## src/rtl/clkdiv_pkg.sv

```systemverilog
// Shared constants and helpers for the programmable clock divider.
package clkdiv_pkg;

  // Default counter / divisor width.
  localparam int DEF_DIV_W = 16;

  // Default half-period: 50 MHz in, 1 kHz out.
  localparam int DEF_HALF = 25000;

  // Nominal system clock frequency in Hz.
  localparam int unsigned CLK_HZ = 50_000_000;

  // Half-period in CLK cycles for an output frequency f (Hz); 0 for f == 0.
  function automatic int unsigned half_for_hz(input int unsigned f);
    if (f == 0) return 0;
    return CLK_HZ / (2 * f);
  endfunction

endpackage

```

## src/rtl/clkdiv_channel.sv

```systemverilog
// One divider channel: phase counter, active/shadow divisor, toggle, tick, pending.
module clkdiv_channel
  import clkdiv_pkg::*;
#(
  parameter int DIV_W        = DEF_DIV_W,
  parameter int DEFAULT_HALF = DEF_HALF
) (
  input  logic             clk,
  input  logic             rst,
  input  logic             en,
  input  logic             load,
  input  logic [DIV_W-1:0] div_in,
  output logic             clk_out,
  output logic             tick,
  output logic             pending
);

  logic [DIV_W-1:0] cnt_q, cnt_d;
  logic [DIV_W-1:0] active_q, active_d;
  logic [DIV_W-1:0] shadow_q, shadow_d;
  logic             clk_out_q, clk_out_d;
  logic             tick_q, tick_d;
  logic             pending_q, pending_d;
  logic             running;
  logic             terminal;

  // Next-state: counting/toggling, then divisor handover at phase boundaries.
  always_comb begin
    running     = en && (active_q != '0);
    terminal    = running && (cnt_q == (active_q - DIV_W'(1)));
    cnt_d       = cnt_q;
    active_d    = active_q;
    shadow_d    = shadow_q;
    clk_out_d   = clk_out_q;
    tick_d      = 1'b0;
    pending_d   = pending_q;

    if (running) begin
      if (terminal) begin
        cnt_d     = '0;
        clk_out_d = ~clk_out_q;
        // Only the low-to-high toggle produces a tick.
        tick_d    = ~clk_out_q;
      end else begin
        cnt_d = cnt_q + DIV_W'(1);
      end
    end else begin
      // Stopped or disabled: park in a full low phase so restart has no runt.
      cnt_d     = '0;
      clk_out_d = 1'b0;
    end

    if (load) begin
      if (terminal) begin
        // New divisor governs the phase that starts on this very edge.
        active_d  = div_in;
        shadow_d  = div_in;
        pending_d = 1'b0;
      end else begin
        // Latest write wins; applied once at the next boundary.
        shadow_d  = div_in;
        pending_d = 1'b1;
      end
    end else if (pending_q && (terminal || !running)) begin
      active_d  = shadow_q;
      pending_d = 1'b0;
    end
  end

  // State registers with asynchronous reset to the default divisor.
  always_ff @(posedge clk or posedge rst) begin
    if (rst) begin
      cnt_q     <= '0;
      active_q  <= DIV_W'(DEFAULT_HALF);
      shadow_q  <= DIV_W'(DEFAULT_HALF);
      clk_out_q <= 1'b0;
      tick_q    <= 1'b0;
      pending_q <= 1'b0;
    end else begin
      cnt_q     <= cnt_d;
      active_q  <= active_d;
      shadow_q  <= shadow_d;
      clk_out_q <= clk_out_d;
      tick_q    <= tick_d;
      pending_q <= pending_d;
    end
  end

  assign clk_out = clk_out_q;
  assign tick    = tick_q;
  assign pending = pending_q;

endmodule

```

## src/rtl/prog_clock_divider.sv

```systemverilog
// Multi-channel runtime-programmable clock divider top level.
module prog_clock_divider
  import clkdiv_pkg::*;
#(
  parameter int N_CH         = 2,
  parameter int DIV_W        = DEF_DIV_W,
  parameter int DEFAULT_HALF = DEF_HALF,
  parameter int SEL_W        = 3
) (
  input  logic             CLK,
  input  logic             RST,
  input  logic [N_CH-1:0]  EN,
  input  logic             DIV_LOAD,
  input  logic [SEL_W-1:0] DIV_SEL,
  input  logic [DIV_W-1:0] DIV_IN,
  output logic [N_CH-1:0]  CLK_OUT,
  output logic [N_CH-1:0]  TICK,
  output logic [N_CH-1:0]  PENDING
);

  // Load interface: DIV_LOAD is a single-cycle strobe with no back-pressure;
  // DIV_SEL/DIV_IN are sampled on the same edge. Out-of-range DIV_SEL decodes
  // to no channel, so such writes vanish without side effects.
  logic [N_CH-1:0] load_ch;

  // Decode the load strobe into one-hot per-channel strobes.
  always_comb begin
    load_ch = '0;
    for (int i = 0; i < N_CH; i++) begin
      load_ch[i] = DIV_LOAD && (DIV_SEL == SEL_W'(i));
    end
  end

  for (genvar g = 0; g < N_CH; g++) begin : g_ch
    clkdiv_channel #(
      .DIV_W        (DIV_W),
      .DEFAULT_HALF (DEFAULT_HALF)
    ) u_ch (
      .clk     (CLK),
      .rst     (RST),
      .en      (EN[g]),
      .load    (load_ch[g]),
      .div_in  (DIV_IN),
      .clk_out (CLK_OUT[g]),
      .tick    (TICK[g]),
      .pending (PENDING[g])
    );
  end

endmodule

```

## config.mk

```make
export PLATFORM = sky130hd
export DESIGN_NAME = prog_clock_divider
export DESIGN_NICKNAME = d
export VERILOG_FILES = /design/src/rtl/clkdiv_pkg.sv /design/src/rtl/clkdiv_channel.sv /design/src/rtl/prog_clock_divider.sv
export SDC_FILE = /design/constraint.sdc
export NUM_CORES = 1
export LEC_CHECK = 0
export CAP_MARGIN = 20
export CORE_ASPECT_RATIO = 0.8
export CORE_MARGIN = 2
export CORE_UTILIZATION = 46
export CTS_BUF_LIST = sky130_fd_sc_hd__clkbuf_4 sky130_fd_sc_hd__clkbuf_8 sky130_fd_sc_hd__clkbuf_16
export DETAILED_ROUTE_END_ITERATION = 8
export GPL_ROUTABILITY_DRIVEN = 0
export PLACE_DENSITY = 0.61
export RECOVER_POWER = 50
export SYNTH_ARGS = -nofsm -noshare
export SYNTH_HDL_FRONTEND = slang
export SYNTH_SLANG_ARGS = --single-unit
```

## constraint.sdc

```tcl
create_clock -name CLK -period 7.5 [get_ports CLK]
set_clock_uncertainty 0.2 [all_clocks]
set_input_delay 1.875 -clock CLK [delete_from_list [all_inputs] [get_ports CLK]]
set_output_delay 1.875 -clock CLK [all_outputs]
set_load 0.02 [all_outputs]
```

==> results of run 1 <==
-- flip-flops by register name, indices dropped and copies added, names as in the netlist --
name / count
g_ch.u_ch.clk_out: 2
g_ch.u_ch.active_q: 32
g_ch.u_ch.pending: 2
g_ch.u_ch.tick: 2
g_ch.u_ch.cnt_q: 32
g_ch.u_ch.shadow_q: 32
-- metal layers --
metal  routed length (um)  global-route usage
met1                 5888              0.2911
met5                    0                   0
met4                  131             0.05664
met2                 4480              0.2473
met3                  606             0.04173
-- through the flow --
step | std cells | hold slack (ns) | total power, mW | util | area (um^2)
after global placement | 648 | 0.2544 | 1.480 | 0.5054 | 5843
after global routing | 666 | 0.3087 | 2.129 | 0.5355 | 6191
after detailed placement | 648 | 0.2845 | 1.499 | 0.5054 | 5843
final | 666 | 0.2809 | 2.013 | 0.5355 | 6191
after CTS | 664 | 0.2947 | 2.021 | 0.5334 | 6167
after floorplan | 492 | 0.2423 | 1.340 | - | 5469
-- placed cells by master, fill, tap and decap left out, drive strengths merged, types with 4 or more instances in the layout --
cell type      netlist  routed
inv                  8       7
ha                   6       6
xor2                31      31
nand2               27      27
a21oi               15      15
nor2                56      56
clkbuf              10      13
or2                  5       5
mux2                65      65
nor4                12      12
nand3               27      27
dfstp               24      24
and3                10      10
dfrtp               78      78
xnor2               43      43
clkdlybuf4s50        0      28
nand4                7       7
nor3b                4       4
o21ai                9       9
nor3                 8       8
-- final cells by class --
cell class	count	area share
clock buffer	12	0.04103
clock inverter	4	0.01132
inverter	8	0.005053
multi-input combinational	359	0.4406
sequential	102	0.4171
tap	148	0.02991
timing repair buffer	33	0.05497
-- worst max path at each step --
stage,startpoint,end,cells past startpoint
2_1_floorplan,RST,g_ch[0].u_ch.active_q[0]$_DFFE_PP0P_,1
3_3_place_gp,DIV_SEL[1],g_ch[0].u_ch.active_q[10]$_DFFE_PP0P_,5
3_5_place_dp,DIV_SEL[1],g_ch[0].u_ch.active_q[12]$_DFFE_PP0P_,5
4_1_cts,DIV_SEL[1],g_ch[0].u_ch.active_q[15]$_DFFE_PP0P_,5
5_1_grt,DIV_SEL[1],g_ch[1].u_ch.active_q[11]$_DFFE_PP0P_,6
6_report,DIV_SEL[1],g_ch[1].u_ch.active_q[10]$_DFFE_PP0P_,6
-- cells by family after synthesis --
family	after synthesis	share of synthesized area
AND/OR/NAND/NOR	173	0.1629
adder cells (fa/ha/maj)	6	0.01373
multiplexers	67	0.1512
buffers and inverters	31	0.03157
AO/OA/AOI/OAI	39	0.04988
XOR/XNOR	74	0.1185
flip-flops	102	0.4722
-- report_power, final --
part           switching (mW)  leakage [nW]  internal [mW]
combinational           0.295          1.12          0.333
sequential              0.163          1.26          0.711
clock                   0.204         0.163          0.308
total                   0.662          2.54           1.35
-- worst reg2reg max path: stages, from the launching register on --
cell	delay, ns
dfrtp_1	0.47
nor4_1	0.67
nand4b_1	0.29
nor4_1	0.32
o221ai_1	0.14
a21oi_1	0.19
nand4_1	0.30
a21oi_4	0.65
mux2_2	0.41
==> results.ini, run 1 <==
[timing]
hold_viol=0
fin_setup_tns_ns=0
fmax_mhz=246.3
period_needed_ns=4.059
tightestPinTransition_ns=0.8514
final-setup-viol-count=0
rsz0062_at_grt=no
finalMaxSlewViolations=0
period_share=0.5413
worst_slack_ns=3.441
slew_headroom=0.4293

[hold_path]
whs_endpoint=g_ch[0].u_ch.tick$_DFF_PP0_
min_path_cells=1
holdCritStartpoint=g_ch[0].u_ch.clk_out$_DFFE_PP0P_
min_path_type=flop to flop

[synthesis]
ys_async_sr_fraction=1.000
postSynthAreaPerCell_um2=11.12
synth_cells=492
ys_ff_latch=102
ys_seq_area_frac=0.4722
synth_most_common_cell=dfrtp_1
ys_types=56
synth_top_area_share=0.3569
yosys_warnings=0
synth_top_area_cell=dfrtp_1
netlist_top_cells_area=dfrtp_1, dfstp_2, mux2_2
synth.cell_area_um2=5469
synth_flop_cell=dfrtp_1
synth-edff-count=0
synth_top_cells_by_count=dfrtp_1, nor2_1, xnor2_1, mux2_2, xor2_1
synth_nets=522

[clock_network]
post-cts-setup-buffer-count=0
cts_buffer_depth=2
cts_sinks=102
clockRootBuffer=clkbuf_16
cts_resized=0
holdBufCountCts=0
cts_tree=yes
htree_num_levels=3
path_clk_slew_ns=0.07
clock_latency_ns=0.35
numCtsBuffers=9

[final_layout]
layout.nets=543
antenna_cells=0
syn_to_final_growth_pct=13.20
fill_cells=1005
layout.area.seq_um2=2582
multi_input_area_um2=2728
drive_above_1_share=0.2336

[detailed_routing]
viasPerCell=5.536
drtAntennaViolNets=0
drt-initial-drc-count=310
num_vias=3687
first_pass_iters=4
drc=0
wl_per_cell_um=16.68
routed_wl_um=11110

[floorplan]
floorplan.die.width_um=125.9
rows=35
dieArea_um2=12780
die_height_um=101.5
coreArea_um2=11560
io_pins=30
start_util=0.4731

[worst_setup_path]
r2r_start=g_ch[1].u_ch.active_q[4]$_DFFE_PP0P_
critPathSlowestCell=a21oi_4
crit_chain=clkdlybuf4s50_1 > nor4bb_4 > buf_4 > mux2i_1 > a21oi_4 > mux2_2
r2r-end=g_ch[1].u_ch.active_q[10]$_DFFE_PP0P_
crit_buf_inv=2
path_class=input port to flop
ff2ff_path_depth=8
critPathRequiredTime_ns=7.54
crit_arrival_ns=4.10
crit_fanout=18
cp-end-kind=flop
critical_path.top_delay_family=buffers and inverters
critPathMaxStageDelay_ns=0.55
cp-start-kind=input port
r2r_slack_ns=3.75

[grt]
grt_pass1_wl_um=18540
antenna_found_initial=0
grt_usage=0.1839
grt_max_degree=85
grt_overflow_total=0
grt_pass1_vias=3507

[pwr]
powerDensity_nw_per_um2=325.2
leakage_nw=2.541
ir_drop_mv=0.1588

[placement]
numPortBuffers=29
place_ws_ns=2.614
hpwl_um=7926

[flow_run]
cap_violations=0

[outcome]
status=complete, no violations

Power figures use the tool's default switching activity.
==> run 2: changes to the inputs <==
PLACE_DENSITY = 0.63   (was 0.61)
clock period = 3.49 ns   (was 7.5 ns; I/O delays follow)
==> results.ini, run 2 (synthesis results as in run 1) <==
[outcome]
status=complete, no violations

[worst_setup_path]
critical_path.top_delay_family=simple AND/OR/NAND/NOR gates
path_class=flop to flop
cp-end-kind=flop
ff2ff_path_depth=10
r2r_start=g_ch[0].u_ch.active_q[0]$_DFFE_PP0P_
crit_arrival_ns=3.35
critPathSlowestCell=or3b_2
critPathRequiredTime_ns=3.52
crit_chain=inv_1 > ha_1 > or3b_2 > o41ai_1 > o21ai_0 > nor4_1 > and3_1 > o21ai_4 > buf_12 > mux2_4
r2r_slack_ns=0.17
crit_fanout=16
r2r-end=g_ch[0].u_ch.active_q[0]$_DFFE_PP0P_
critPathMaxStageDelay_ns=0.49
cp-start-kind=flop
crit_buf_inv=2

[placement]
hpwl_um=8297
postPlaceCellArea_um2=5959
numPortBuffers=29

[grt]
grt_pass1_wl_um=19150
grt_overflow_total=0
antenna_found_initial=0
grt_max_degree=85
grt_pass1_vias=3627
grt_usage=0.1918

[final_layout]
design_area_um2=6245
layout.area.seq_um2=2582
syn_to_final_growth_pct=14.18
fill_cells=995
drive_above_1_share=0.2495
multi_input_area_um2=2723
layout.nets=554
final_cell_mix=dfrtp_1, nor2_1, xnor2_1
final_common_cell=dfrtp_1
antenna_cells=0
reg_top3=g_ch.u_ch.active_q (32), g_ch.u_ch.cnt_q (32), g_ch.u_ch.shadow_q (32)

[timing]
hold_viol=0
final-setup-viol-count=0
finalMaxSlewViolations=0
tightestPinTransition_ns=1.112
fmax_mhz=300.9
fin_setup_tns_ns=0
period_share=0.9524
rsz0062_at_grt=no
period_needed_ns=3.324
slew_headroom=0.2487

[clock_network]
numCtsBuffers=9
cts_tree=yes
cts_sinks=102
cts_resized=0
path_clk_slew_ns=0.07
cts_buffer_depth=2
clockRootBuffer=clkbuf_16
htree_num_levels=3
clock_latency_ns=0.35

[pwr]
power.net_switching_mw=1.450
clock_power_share=0.234
leakage_nw=2.568
powerDensity_nw_per_um2=688.1
p_sw_frac=0.3375
p_int_mw=2.847
p_comb_frac=0.328
sequentialPowerShare=0.438
ir_drop_mv=0.3389

[hold_path]
min_path_cells=1
holdCritStartpoint=g_ch[0].u_ch.clk_out$_DFFE_PP0P_
whs_endpoint=g_ch[0].u_ch.tick$_DFF_PP0_
min_path_type=flop to flop

[floorplan]
dieArea_um2=12780
rows=35
die_height_um=101.5
start_util=0.4731
coreArea_um2=11560
io_pins=30
floorplan.die.width_um=125.9

[detailed_routing]
num_vias=3663
first_pass_iters=4
drc=0
viasPerCell=5.411
drtAntennaViolNets=0
wl_per_cell_um=16.85
drt-initial-drc-count=245
routed_wl_um=11410

[flow_run]
cap_violations=0

[run 2: cell count changes in the layout (fill, tap and decap cells not counted), moves of 2 or more]
cell,previous run,this run
mux2_1,3,5
buf_12,0,2
buf_4,1,12
mux2_2,42,40
clkinvlp_4,0,3
[run 2: per-layer routing]
layer  part of all wire  up-vias  global-route usage
met5                  0        -                   0
met4              0.017        0             0.06593
met3              0.062       14             0.04490
met2               0.40       89              0.2684
met1               0.52     1792              0.2919
li1                   -     1768                   -
[run 2: power by group through the flow]
stage / Sequential [mW] / Combinational, mW / Clock, mW
5_1_grt: 1.93 / 1.56 / 1.09
4_1_cts: 1.88 / 1.41 / 1.04
2_1_floorplan: 1.75 / 1.13 / 0
3_3_place_gp: 1.88 / 1.36 / 0
3_5_place_dp: 1.90 / 1.40 / 0
6_report: 1.88 / 1.41 / 1.00
[run 2: per-stage QoR]
step                      instances    util  setup WS [ns]  total power [mW]  hold WS, ns
after floorplan                 492       -         0.3121             2.880       0.2423
after global placement          660  0.5155         0.1744             3.240       0.2671
after detailed placement        660  0.5155        0.03296             3.292       0.2763
after CTS                       676  0.5410       0.005025             4.328       0.2856
after global routing            677  0.5402        0.03241             4.571       0.3054
final                           677  0.5402         0.1661             4.297       0.2772
[run 2: repair_timing]
action,4_1_cts,5_1_grt
hold endpoints to repair,0,0
setup endpoints to repair,0,16
hold buffers,0,0
setup buffers,0,1
[run 2: worst max-delay path by stage]
stage,cells past startpoint,end,slack [ns],startpoint
floorplan,12,g_ch[0].u_ch.active_q[0]$_DFFE_PP0P_,0.31,g_ch[0].u_ch.active_q[0]$_DFFE_PP0P_
global placement,10,g_ch[0].u_ch.active_q[10]$_DFFE_PP0P_,0.17,g_ch[0].u_ch.active_q[0]$_DFFE_PP0P_
detailed placement,10,g_ch[0].u_ch.active_q[11]$_DFFE_PP0P_,0.03,g_ch[0].u_ch.active_q[0]$_DFFE_PP0P_
CTS,10,g_ch[0].u_ch.active_q[11]$_DFFE_PP0P_,0.005,g_ch[0].u_ch.active_q[0]$_DFFE_PP0P_
global route,5,g_ch[1].u_ch.active_q[15]$_DFFE_PP0P_,0.03,DIV_LOAD
finish,10,g_ch[0].u_ch.active_q[0]$_DFFE_PP0P_,0.17,g_ch[0].u_ch.active_q[0]$_DFFE_PP0P_
[run 2: area by class of cell]
type | count | share of cell area
Clock inverter | 6 | 0.01002
Inverter | 8 | 0.005009
Clock buffer | 10 | 0.03727
Sequential cell | 102 | 0.4135
Multi-Input combinational cell | 359 | 0.4360
Tap cell | 148 | 0.02965
Timing Repair Buffer | 44 | 0.06852
[run 2: worst reg2reg max path, delay by kind of cell (launching register included)]
family	cells	cell delay (ns)
compound gates	3	0.59
fa+ha+maj	1	0.24
buf+inv	2	0.27
flops	1	0.44
mux	1	0.31
simple gates	3	1.17
==> run 3: changes to the inputs <==
SLEW_MARGIN = 5   (was unset)
SYNTH_HIERARCHICAL = 1   (was unset)
==> results.ini, run 3 <==
[worst_setup_path]
r2r_start=g_ch[1].u_ch/active_q[0]$_DFFE_PP0P_
crit_arrival_ns=3.42
critPathRequiredTime_ns=3.53
cp-start-kind=flop
cp-startpoint=g_ch[1].u_ch/active_q[0]$_DFFE_PP0P_
crit_fanout=15
r2r_slack_ns=0.11
cp-end-kind=flop
r2r-end=g_ch[1].u_ch/active_q[9]$_DFFE_PP0P_
ff2ff_path_depth=10
path_class=flop to flop

[detailed_routing]
wl_per_cell_um=17.72
routed_wl_um=14440
met1Wirelength_um=7296
viasPerCell=5.806
drc=0
dr_wl_met3_um=822
drtAntennaViolNets=0
drt-initial-drc-count=268
top_layer=met4
first_pass_iters=5
wl_met2_um=6141
num_vias=4732

[grt]
antenna_found_initial=0
grt_usage=0.2141
grt_overflow_total=0
grt_pass1_wl_um=24120
grt_max_degree=52
grt_pass1_vias=4596

[final_layout]
final_common_cell=nor2_1
stdcell_count=815
layout.nets=664
reg_top3=g_ch.u_ch/active_q (32), g_ch.u_ch/cnt_q (32), g_ch.u_ch/shadow_q (32)
drive_above_1_share=0.2034
syn_to_final_growth_pct=13.13
final_util=0.5365
final_cell_mix=nor2_1, dfrtp_1, xnor2_1
fill_cells=1157

[hold_path]
whs_endpoint=g_ch[1].u_ch/tick$_DFF_PP0_
holdCritStartpoint=g_ch[1].u_ch/clk_out$_DFFE_PP0P_
min_path_cells=1
min_path_type=flop to flop

[synthesis]
ys_seq_area_frac=0.4201
synth-xor-area-share=0.09404
synth_flop_cell=dfrtp_1
synth_top_area_share=0.3175
synth-edff-count=0
yosys_warnings=6
synth_mux_area_frac=0.06350
ys_types=70
netlist_top_cells_area=dfrtp_1, dfstp_2, mux2_2
synth_nets=639
synth_simple_gate_area_frac=0.1952
synth_compound_area_frac=0.1626
synth_top_cells_by_count=nor2_1, dfrtp_1, xnor2_1, mux2_2, xor2_1
synth_top_area_cell=dfrtp_1
synth.cell_area_um2=6147
synth_most_common_cell=nor2_1
synth_cells=609
ys_ff_latch=102
postSynthAreaPerCell_um2=10.09
yosys.area_share.adder=0.01221
synth_top_family_by_area=simple AND/OR/NAND/NOR gates
ys_async_sr_fraction=1.000

[clock_network]
cts_buffer_depth=2
clock_latency_ns=0.35
clockRootBuffer=clkbuf_16
cts_tree=yes
cts_sinks=102
path_clk_slew_ns=0.07
numCtsBuffers=9
holdBufCountCts=0
htree_num_levels=3

[timing]
finalMaxSlewViolations=0
period_share=0.9691
slew_headroom=0.1370
period_needed_ns=3.382
fmax_mhz=295.7
hold_viol=0
finalHoldWorstSlack_ns=0.2838
final-setup-viol-count=0
tightestPinTransition_ns=1.294
fin_setup_tns_ns=0

[floorplan]
start_util=0.4742
dieArea_um2=14310
floorplan.die.width_um=133.2
coreArea_um2=12960
die_height_um=107.4
rows=37
io_pins=30

[placement]
numPortBuffers=29
hpwl_um=10430
dp.cells=795

[pwr]
p_int_mw=2.415
clock_power_share=0.271
power.net_switching_mw=1.170
p_comb_frac=0.249
sequentialPowerShare=0.481
leakage_nw=2.697
p_sw_frac=0.3263
ir_drop_mv=0.3160
powerDensity_nw_per_um2=515.5

[flow_run]
cap_violations=0

[outcome]
status=complete, no violations

-- run 3: cell count changes after synthesis, moves of 9 or more --
cell / previous run / this run
nor2_1: 56 / 83
a211oi_1: 0 / 24
mux2_4: 20 / 0
inv_1: 8 / 26
o221a_1: 0 / 15
o21ai_0: 8 / 20
a211oi_2: 0 / 11
mux2_2: 42 / 32
nand2_1: 26 / 17
-- run 3: power groups by stage --
stage                     sequential (mW)  clock, mW  combinational, mW
final                                1.72      0.970              0.891
after global routing                 1.76       1.05              0.981
after CTS                            1.72       1.00              0.884
after floorplan                      1.60          0              0.763
after detailed placement             1.73          0              0.880
after global placement               1.73          0              0.856
-- run 3: how the worst max path moves through the flow --
| stage | depth (start not counted) | slack, ns | endpoint |
|---|---|---|---|
| final | 10 | 0.11 | g_ch[1].u_ch/active_q[9]$_DFFE_PP0P_ |
| after global routing | 10 | -0.03 | g_ch[1].u_ch/active_q[6]$_DFFE_PP0P_ |
| after CTS | 10 | 0.02 | g_ch[1].u_ch/active_q[9]$_DFFE_PP0P_ |
| after detailed placement | 9 | -0.08 | g_ch[1].u_ch/active_q[4]$_DFFE_PP0P_ |
| after global placement | 9 | 0.07 | g_ch[1].u_ch/active_q[4]$_DFFE_PP0P_ |
| after floorplan | 10 | 0.30 | g_ch[1].u_ch/active_q[15]$_DFFE_PP0P_ |
-- run 3: timing repair --
| item | CTS | global route |
|---|---|---|
| hold endpoints to repair | 0 | 0 |
| endpoints found under the setup margin | 15 | 16 |
| gates cloned | 0 | 0 |
| buffers inserted | 1 | 2 |
| pin swaps | 1 | 1 |
| resized for setup | 0 | 3 |
-- run 3: cells by family after synthesis --
group	after synthesis
and+or+nand+nor	216
AOI/OAI and AO/OA	118
DFF	102
xor gates and xnor gates	66
buffers and inverters	66
muxes	35
adders and majority gates	6
-- run 3: metal layers --
layer / vias to the layer above / track usage
li1: 2248 / -
met1: 2337 / 0.3197
met2: 132 / 0.3115
met3: 15 / 0.05744
met4: 0 / 0.04483
met5: - / 0
-- run 3: metrics by stage --
step / area, um^2 / total power, mW / setup slack (ns)
2_1_floorplan: 6147 / 2.363 / 0.3029
3_3_place_gp: 6636 / 2.581 / 0.07264
3_5_place_dp: 6636 / 2.615 / -0.08159
4_1_cts: 6930 / 3.603 / 0.01930
5_1_grt: 6952 / 3.792 / -0.03186
6_report: 6954 / 3.585 / 0.1079
-- run 3: critical path, stage by stage, from the launching register on --
cell       delay (ns)
dfrtp_1          0.45
inv_1            0.14
ha_2             0.24
or3b_4           0.43
or4_1            0.52
a22oi_1          0.20
o2111ai_1        0.17
nor4_2           0.37
nand3_2          0.10
buf_4            0.22
o221a_1          0.24
-- run 3: final cells by class --
class | instances | area [um^2] | area share
Tap cell | 175 | 219.0 | 0.03149
Timing Repair Buffer | 54 | 498.0 | 0.07161
Sequential cell | 102 | 2582 | 0.3714
Multi-Input combinational cell | 441 | 3268 | 0.4700
Antenna cell | 1 | 2.502 | 0.0003598
Clock buffer | 11 | 252.7 | 0.03634
Inverter | 26 | 97.59 | 0.01403
Clock inverter | 5 | 33.78 | 0.004858
